$ cat src/rtl/icache_pkg.sv
`default_nettype none
// ============================================================================
// Module      : icache_pkg
// Description : Shared geometry, FSM encoding and address helpers for the
//               direct-mapped instruction cache. Cache geometry is set here
//               (LINE_WORDS, SETS, MEM_AW) and every derived width follows.
// Revision    : 1.0  initial release
// ============================================================================
package icache_pkg;

  localparam int LINE_WORDS = 4;   // words per line, power of two, >= 2
  localparam int SETS       = 16;  // number of lines, power of two
  localparam int MEM_AW     = 12;  // instruction RAM word-address width

  localparam int OFF_W = $clog2(LINE_WORDS);
  localparam int IDX_W = $clog2(SETS);
  localparam int TAG_W = MEM_AW - OFF_W - IDX_W;

  // Controller states
  localparam logic [1:0] IDLE   = 2'd0;
  localparam logic [1:0] REFILL = 2'd1;
  localparam logic [1:0] LAST   = 2'd2;

  typedef logic [TAG_W-1:0] tag_t;
  typedef logic [IDX_W-1:0] idx_t;
  typedef logic [OFF_W-1:0] off_t;

  typedef struct packed {
    tag_t tag;
    idx_t idx;
    off_t off;
  } addr_fields_t;

  // Byte address -> {tag, index, offset}; byte-lane bits and bits above the
  // RAM word range are dropped.
  function automatic addr_fields_t addr_split(input logic [31:0] byte_addr);
    addr_fields_t f;
    f = byte_addr[MEM_AW+1:2];
    return f;
  endfunction

endpackage
`default_nettype wire

$ cat src/rtl/icache_line_store.sv
`default_nettype none
// ============================================================================
// Module      : icache_line_store
// Description : Register-based valid/tag/data storage for the cache. Reads are
//               combinational by index/offset; refill writes one word at a
//               time; a line becomes visible only when committed. Only the
//               valid bits are reset - tag and data contents are don't-care
//               while their line is invalid.
// Revision    : 1.0  initial release
// ============================================================================
module icache_line_store
  import icache_pkg::*;
(
  input  logic        clk,
  input  logic        rst,
  input  idx_t        rd_idx,
  input  off_t        rd_off,
  output logic        rd_valid,
  output tag_t        rd_tag,
  output logic [31:0] rd_data,
  input  logic        wr_en,
  input  idx_t        wr_idx,
  input  off_t        wr_off,
  input  logic [31:0] wr_data,
  input  logic        commit,
  input  tag_t        commit_tag,
  input  logic        inval_all
);

  logic [SETS-1:0] valid;
  tag_t            tag_mem  [SETS];
  logic [31:0]     data_mem [SETS*LINE_WORDS];

  assign rd_valid = valid[rd_idx];
  assign rd_tag   = tag_mem[rd_idx];
  assign rd_data  = data_mem[{rd_idx, rd_off}];

  // Valid bits: flash-invalidate beats a commit in the same cycle so a flush
  // that overlaps a refill leaves the new line invalid too.
  always_ff @(posedge clk or posedge rst) begin
    if (rst) begin
      valid <= '0;
    end else if (inval_all) begin
      valid <= '0;
    end else if (commit) begin
      valid[wr_idx] <= 1'b1;
    end
  end

  // Tag and data arrays are plain storage without reset.
  always_ff @(posedge clk) begin
    if (commit) begin
      tag_mem[wr_idx] <= commit_tag;
    end
    if (wr_en) begin
      data_mem[{wr_idx, wr_off}] <= wr_data;
    end
  end

endmodule
`default_nettype wire

$ cat src/rtl/icache_direct_mapped.sv
`default_nettype none
// ============================================================================
// Module      : icache_direct_mapped
// Description : Direct-mapped read-only instruction cache. Hits are answered
//               in the request cycle; a miss stalls fetch while one full line
//               is streamed from a 1-cycle-latency word RAM. Hit and refill
//               counters are provided for performance measurement.
// Revision    : 1.0  initial release
// ============================================================================
module icache_direct_mapped
  import icache_pkg::*;
(
  input  logic              clk,
  input  logic              rst,
  input  logic              cpu_req,
  input  logic [31:0]       cpu_addr,
  input  logic              cpu_flush,
  output logic [31:0]       cpu_rdata,
  output logic              cpu_valid,
  output logic              cpu_stall,
  output logic [MEM_AW-1:0] mem_addr,
  input  logic [31:0]       mem_rdata,
  output logic [31:0]       hit_count,
  output logic [31:0]       miss_count
);

  logic [1:0]   state;
  tag_t         base_tag;
  idx_t         base_idx;
  off_t         issue_cnt;
  logic         flush_pend;

  addr_fields_t req;
  logic         line_valid;
  tag_t         line_tag;
  logic [31:0]  line_data;
  logic         hit;
  logic         miss_start;
  logic         last_word;
  logic         refill_we;
  logic         inval_all;
  logic         commit;

  assign req = addr_split(cpu_addr);

  assign hit        = (state == IDLE) & cpu_req & line_valid & (line_tag == req.tag);
  assign miss_start = (state == IDLE) & cpu_req & ~hit;
  assign last_word  = (issue_cnt == off_t'(LINE_WORDS - 1));

  // Word k arrives one cycle after its address, so the write lags issue by
  // one; in LAST issue_cnt has wrapped to 0 and issue_cnt-1 is the top word.
  assign refill_we = ((state == REFILL) & (issue_cnt != '0)) | (state == LAST);

  // A flush seen in LAST is folded into the same commit decision as one
  // latched earlier in the refill.
  assign inval_all = ((state == IDLE) & cpu_flush) |
                     ((state == LAST) & (flush_pend | cpu_flush));
  assign commit    = (state == LAST) & ~(flush_pend | cpu_flush);

  // Outputs are forced quiet while reset is held, even with a request present.
  assign cpu_valid = hit & ~rst;
  assign cpu_stall = cpu_req & ~hit & ~rst;
  assign cpu_rdata = cpu_valid ? line_data : 32'd0;
  assign mem_addr  = (state == REFILL) ? {base_tag, base_idx, issue_cnt} : '0;

  icache_line_store u_store (
    .clk        (clk),
    .rst        (rst),
    .rd_idx     (req.idx),
    .rd_off     (req.off),
    .rd_valid   (line_valid),
    .rd_tag     (line_tag),
    .rd_data    (line_data),
    .wr_en      (refill_we),
    .wr_idx     (base_idx),
    .wr_off     (issue_cnt - off_t'(1)),
    .wr_data    (mem_rdata),
    .commit     (commit),
    .commit_tag (base_tag),
    .inval_all  (inval_all)
  );

  // Refill controller: latch the missing line, stream its words, then commit.
  always_ff @(posedge clk or posedge rst) begin
    if (rst) begin
      state      <= IDLE;
      base_tag   <= '0;
      base_idx   <= '0;
      issue_cnt  <= '0;
      flush_pend <= 1'b0;
    end else begin
      case (state)
        IDLE: begin
          if (miss_start) begin
            base_tag  <= req.tag;
            base_idx  <= req.idx;
            issue_cnt <= '0;
            state     <= REFILL;
          end
        end
        REFILL: begin
          issue_cnt <= issue_cnt + off_t'(1);
          if (cpu_flush) flush_pend <= 1'b1;
          if (last_word) state <= LAST;
        end
        LAST: begin
          flush_pend <= 1'b0;
          state      <= IDLE;
        end
        default: begin
          state <= IDLE;
        end
      endcase
    end
  end

  // Performance counters: hits per delivering cycle, misses per refill start.
  always_ff @(posedge clk or posedge rst) begin
    if (rst) begin
      hit_count  <= '0;
      miss_count <= '0;
    end else begin
      if (cpu_valid)  hit_count  <= hit_count + 32'd1;
      if (miss_start) miss_count <= miss_count + 32'd1;
    end
  end

endmodule
`default_nettype wire

$ cat config.mk
export PLATFORM = sky130hd
export DESIGN_NAME = icache_direct_mapped
export DESIGN_NICKNAME = d
export VERILOG_FILES = /design/src/rtl/icache_pkg.sv /design/src/rtl/icache_line_store.sv /design/src/rtl/icache_direct_mapped.sv
export SDC_FILE = /design/constraint.sdc
export NUM_CORES = 2
export LEC_CHECK = 0
export ABC_AREA = 1
export CORE_MARGIN = 5
export CORE_UTILIZATION = 53
export CTS_CLUSTER_DIAMETER = 50
export DETAILED_ROUTE_END_ITERATION = 7
export HOLD_SLACK_MARGIN = 0.1
export PLACE_DENSITY = 0.77
export SETUP_SLACK_MARGIN = 0.15
export SLEW_MARGIN = 30
export SYNTH_ARGS = -nofsm -noshare
export SYNTH_HDL_FRONTEND = slang
export SYNTH_SLANG_ARGS = --single-unit
$ cat constraint.sdc
create_clock -name clk -period 15.1 [get_ports clk]
set_input_delay 3.02 -clock clk [delete_from_list [all_inputs] [get_ports clk]]
set_output_delay 3.02 -clock clk [all_outputs]
set_load 0.02 [all_outputs]
==> impl_results.md <==
- Crit path top cell by count: nand3_1
- CTS max path bufs: 3
- Slew margin rel.: 24.2%
- Ys Warns: 0
- Required time worst endpoint: 12.08 ns
- Wire per inst: 25.2 um
- Syn Inst Count: 7,382
- Tot Pwr: 13.8 mW
- Max stage delay on crit path: 0.70 ns
- CORE AREA: 0.170 mm2
- Initial antenna violation count: 5
- Finish-stage setup viols: 0
- Layout cells sized above 1: 7.00%
- CTS Hold Bufs: 0
- Slowest CP cell: buf_4
- Worst Setup End Kind: primary output
- H-Tree Depth: 4
- Min Tclk post-route: 10.99 ns
- Io pins: 178
- Cell area after synthesis: 0.0906 mm2
- Post-layout net count: 7,431
- Worst EP arrival: 7.97 ns
- IO Port Bufs: 157
- Die width: 424 um
- Hold Vio Cnt, Final: 0
- Worst-Margin Slew: 1.14 ns
- Setup CP Type: in -> out
- Largest net degree at the start of global routing: 258
- Final period util: 72.8%
- Clock slew at reported path FFs: 0.06 ns
- Root Buffer: clkbuf_16
- Post-CTS sizing: 0
- Final wirelength: 246,000 um
- Final core occ: 59.6%
- GRT Total Usage: 26.6%
- PD cells: 136 mW/mm2
- Register area share after synthesis: 73.7%
- Status: completed
- Maxcap violations: 0
- Post-detail-place hpwl: 122,000 um
- Clock Skews: 0.0290 ns
- Max-slew violations: 0
- Synth Net Count: 7,454
- Post-route ant nets: 0
- Async set-reset flop share out of synthesis: 4.24%
- Distinct cells, synth: 35
- Vias in the first global route: 58.2k
- Synthesis-to-finish area growth: 11.6%
- Crit Path Max Fanout: 211
- Post-Place Cells: 9,360
- Overflow after GRT: 0
- Hold slack: 0.502 ns
- Non-Filler Instances: 9,751
- Iter 0 DRT Violations: 9,326
- Crit path cell chain: buf_8 -> buf_4 -> buf_12 -> buf_4 -> buf_16 -> nand2_1 -> nand3_1 -> nand3_1 -> nand3_1 -> o21ai_0 -> o211ai_1 -> nand2_1 -> nor2_1 -> clkdlybuf4s50_1
- Hold Path Class: reg -> reg
- Clock Latency Late Sink: 0.83 ns
- Post-route DRC: 0
- Initial core utilization: 53.4%
- Floorplan row count: 151
- CP Launch Type: input pin
- Fin Setup TNS: 0 ns
- Sink Count: 2,239
- VDD IR max: 0.138 mV
- RSZ-0062 raised after global routing: false
- First-pass GRT wire length: 360,000 um
- Via count: 61.3k
- Lkg Pwr: 34.7 nW
- Router iterations before antenna repair: 6
- F_max: 0.0910 GHz
- CTS tree: yes
- EDFF count, synth: 2,144
- DIE AREA: 0.179 mm2
- Via/cell ratio: 6.28
- Syn avg cell area: 12.3 um2
- Die Y: 424 um
- Number of synthesized register bits: 2,239
- Num CTS Buffers: 212
- Final GP Congestion: 0.884
- Setup bufs post-CTS: 0
- Most common flop cell mapped by yosys: edfxtp_1
==> flip-flops by register name, summed over array words and instances, names as in the netlist <==
register / flops
u_store.data_mem: 2048
u_store.tag_mem: 96
hit_count: 32
miss_count: 32
u_store.valid: 16
base_tag: 6
base_idx: 4
issue_cnt: 2
state: 2
flush_pend: 1
==> cells in the mapped netlist (5+ instances only) <==
library cell,n,area (um2)
edfxtp_1,2144,64400
nand2_1,1783,6690
nand3_1,964,4820
nor2_1,498,1870
o21ai_0,373,1870
clkbuf_1,323,1210
a21oi_1,280,1400
inv_1,152,571
o211ai_1,127,953
dfrtp_1,95,2380
buf_2,91,455
o22ai_1,81,507
buf_1,68,255
o221ai_1,68,596
a22o_1,65,569
a32o_1,44,440
nor3_1,41,205
a221oi_1,40,350
xor2_1,36,315
xnor2_1,23,201
o21ai_1,14,70.1
nand4_1,13,81.3
nor4_1,12,75.1
buf_4,11,82.6
a31oi_1,8,50.1
a221o_1,5,50.1
clkinv_1,5,18.8
==> stage by stage <==
stage                     cell area [um2]  setup WS [ns]
after floorplan                     90600           5.97
after detailed placement            94000           4.19
after global placement              93900           4.22
after CTS                          101000           4.17
after global routing               101000           4.04
final                              101000           4.11
==> area by class of cell <==
| type | count | area [um2] |
|---|---|---|
| Antenna cell | 3 | 7.51 |
| Clock buffer | 257 | 5540 |
| Clock inverter | 128 | 1410 |
| Fill cell | 12500 | 68500 |
| Inverter | 160 | 658 |
| Multi-Input combinational cell | 4485 | 21500 |
| Sequential cell | 2239 | 66800 |
| Tap cell | 2218 | 2780 |
| Timing Repair Buffer | 261 | 2500 |
==> logic make-up after synthesis <==
group,after synthesis,synth area share (%)
AO/OA/AOI/OAI,1106,7.57
XOR/XNOR,59,0.570
adder cells (fa/ha/maj),4,0.0552
buffers and inverters,658,2.93
flip-flops,2239,73.7
AND/OR/NAND/NOR,3316,15.2
==> layout by cell type (no fill, tap or decap), drive strengths merged, types with 3 or more instances in the layout <==
master	netlist	layout
edfxtp	2144	2144
nand2	1783	1783
nand3	965	965
nor2	500	500
o21ai	387	387
a21oi	280	280
clkbuf	324	257
inv	155	163
buf	174	142
o211ai	127	127
clkdlybuf4s50	0	119
dfrtp	95	95
clkinv	5	87
o22ai	81	81
o221ai	68	68
a22o	65	65
a32o	44	44
nor3	41	41
a221oi	40	40
xor2	36	36
bufinv	0	29
xnor2	23	23
nand4	13	13
nor4	12	12
clkinvlp	0	9
a31oi	8	8
a221o	5	5
ha	4	4
diode	0	3
==> power by group <==
group	internal [mW]	switching, mW	total, mW
Sequential	7.08	0.126	7.21
Clock	3.09	2.23	5.32
Combinational	0.300	0.964	1.26
Total	10.5	3.32	13.8
==> worst max-delay path, delay by kind of cell <==
family / cells / cell delay (ns)
buf+inv: 6 / 3.09
simple gates: 6 / 0.72
compound gates: 2 / 0.62
==> final timing paths <==
| check | start | slack (ns) | cells after the start | endpoint |
|---|---|---|---|---|
| max | cpu_addr[2] | 4.11 | 14 | cpu_rdata[30] |
| min | u_store.valid[8] | 0.50 | 2 | u_store.valid[8] |
| max reg2reg | state[0] | 10.82 | 7 | u_store.data_mem[39][27] |
| min reg2reg | u_store.valid[8] | 0.50 | 2 | u_store.valid[8] |
| max in group asynchronous | rst | 11.31 | 3 | base_idx[2] |
| min in group asynchronous | rst | 2.59 | 2 | miss_count[16] |
==> per-layer routing <==
metal	wire, um	global-route usage [%]	vias to the layer above
met3	28000	4.94	696
li1	-	-	26700
met1	88400	35.0	29800
met4	13600	14.0	8
met2	115000	42.7	4095
met5	50	0	-
No activity file was read; power rests on OpenSTA's default activity.
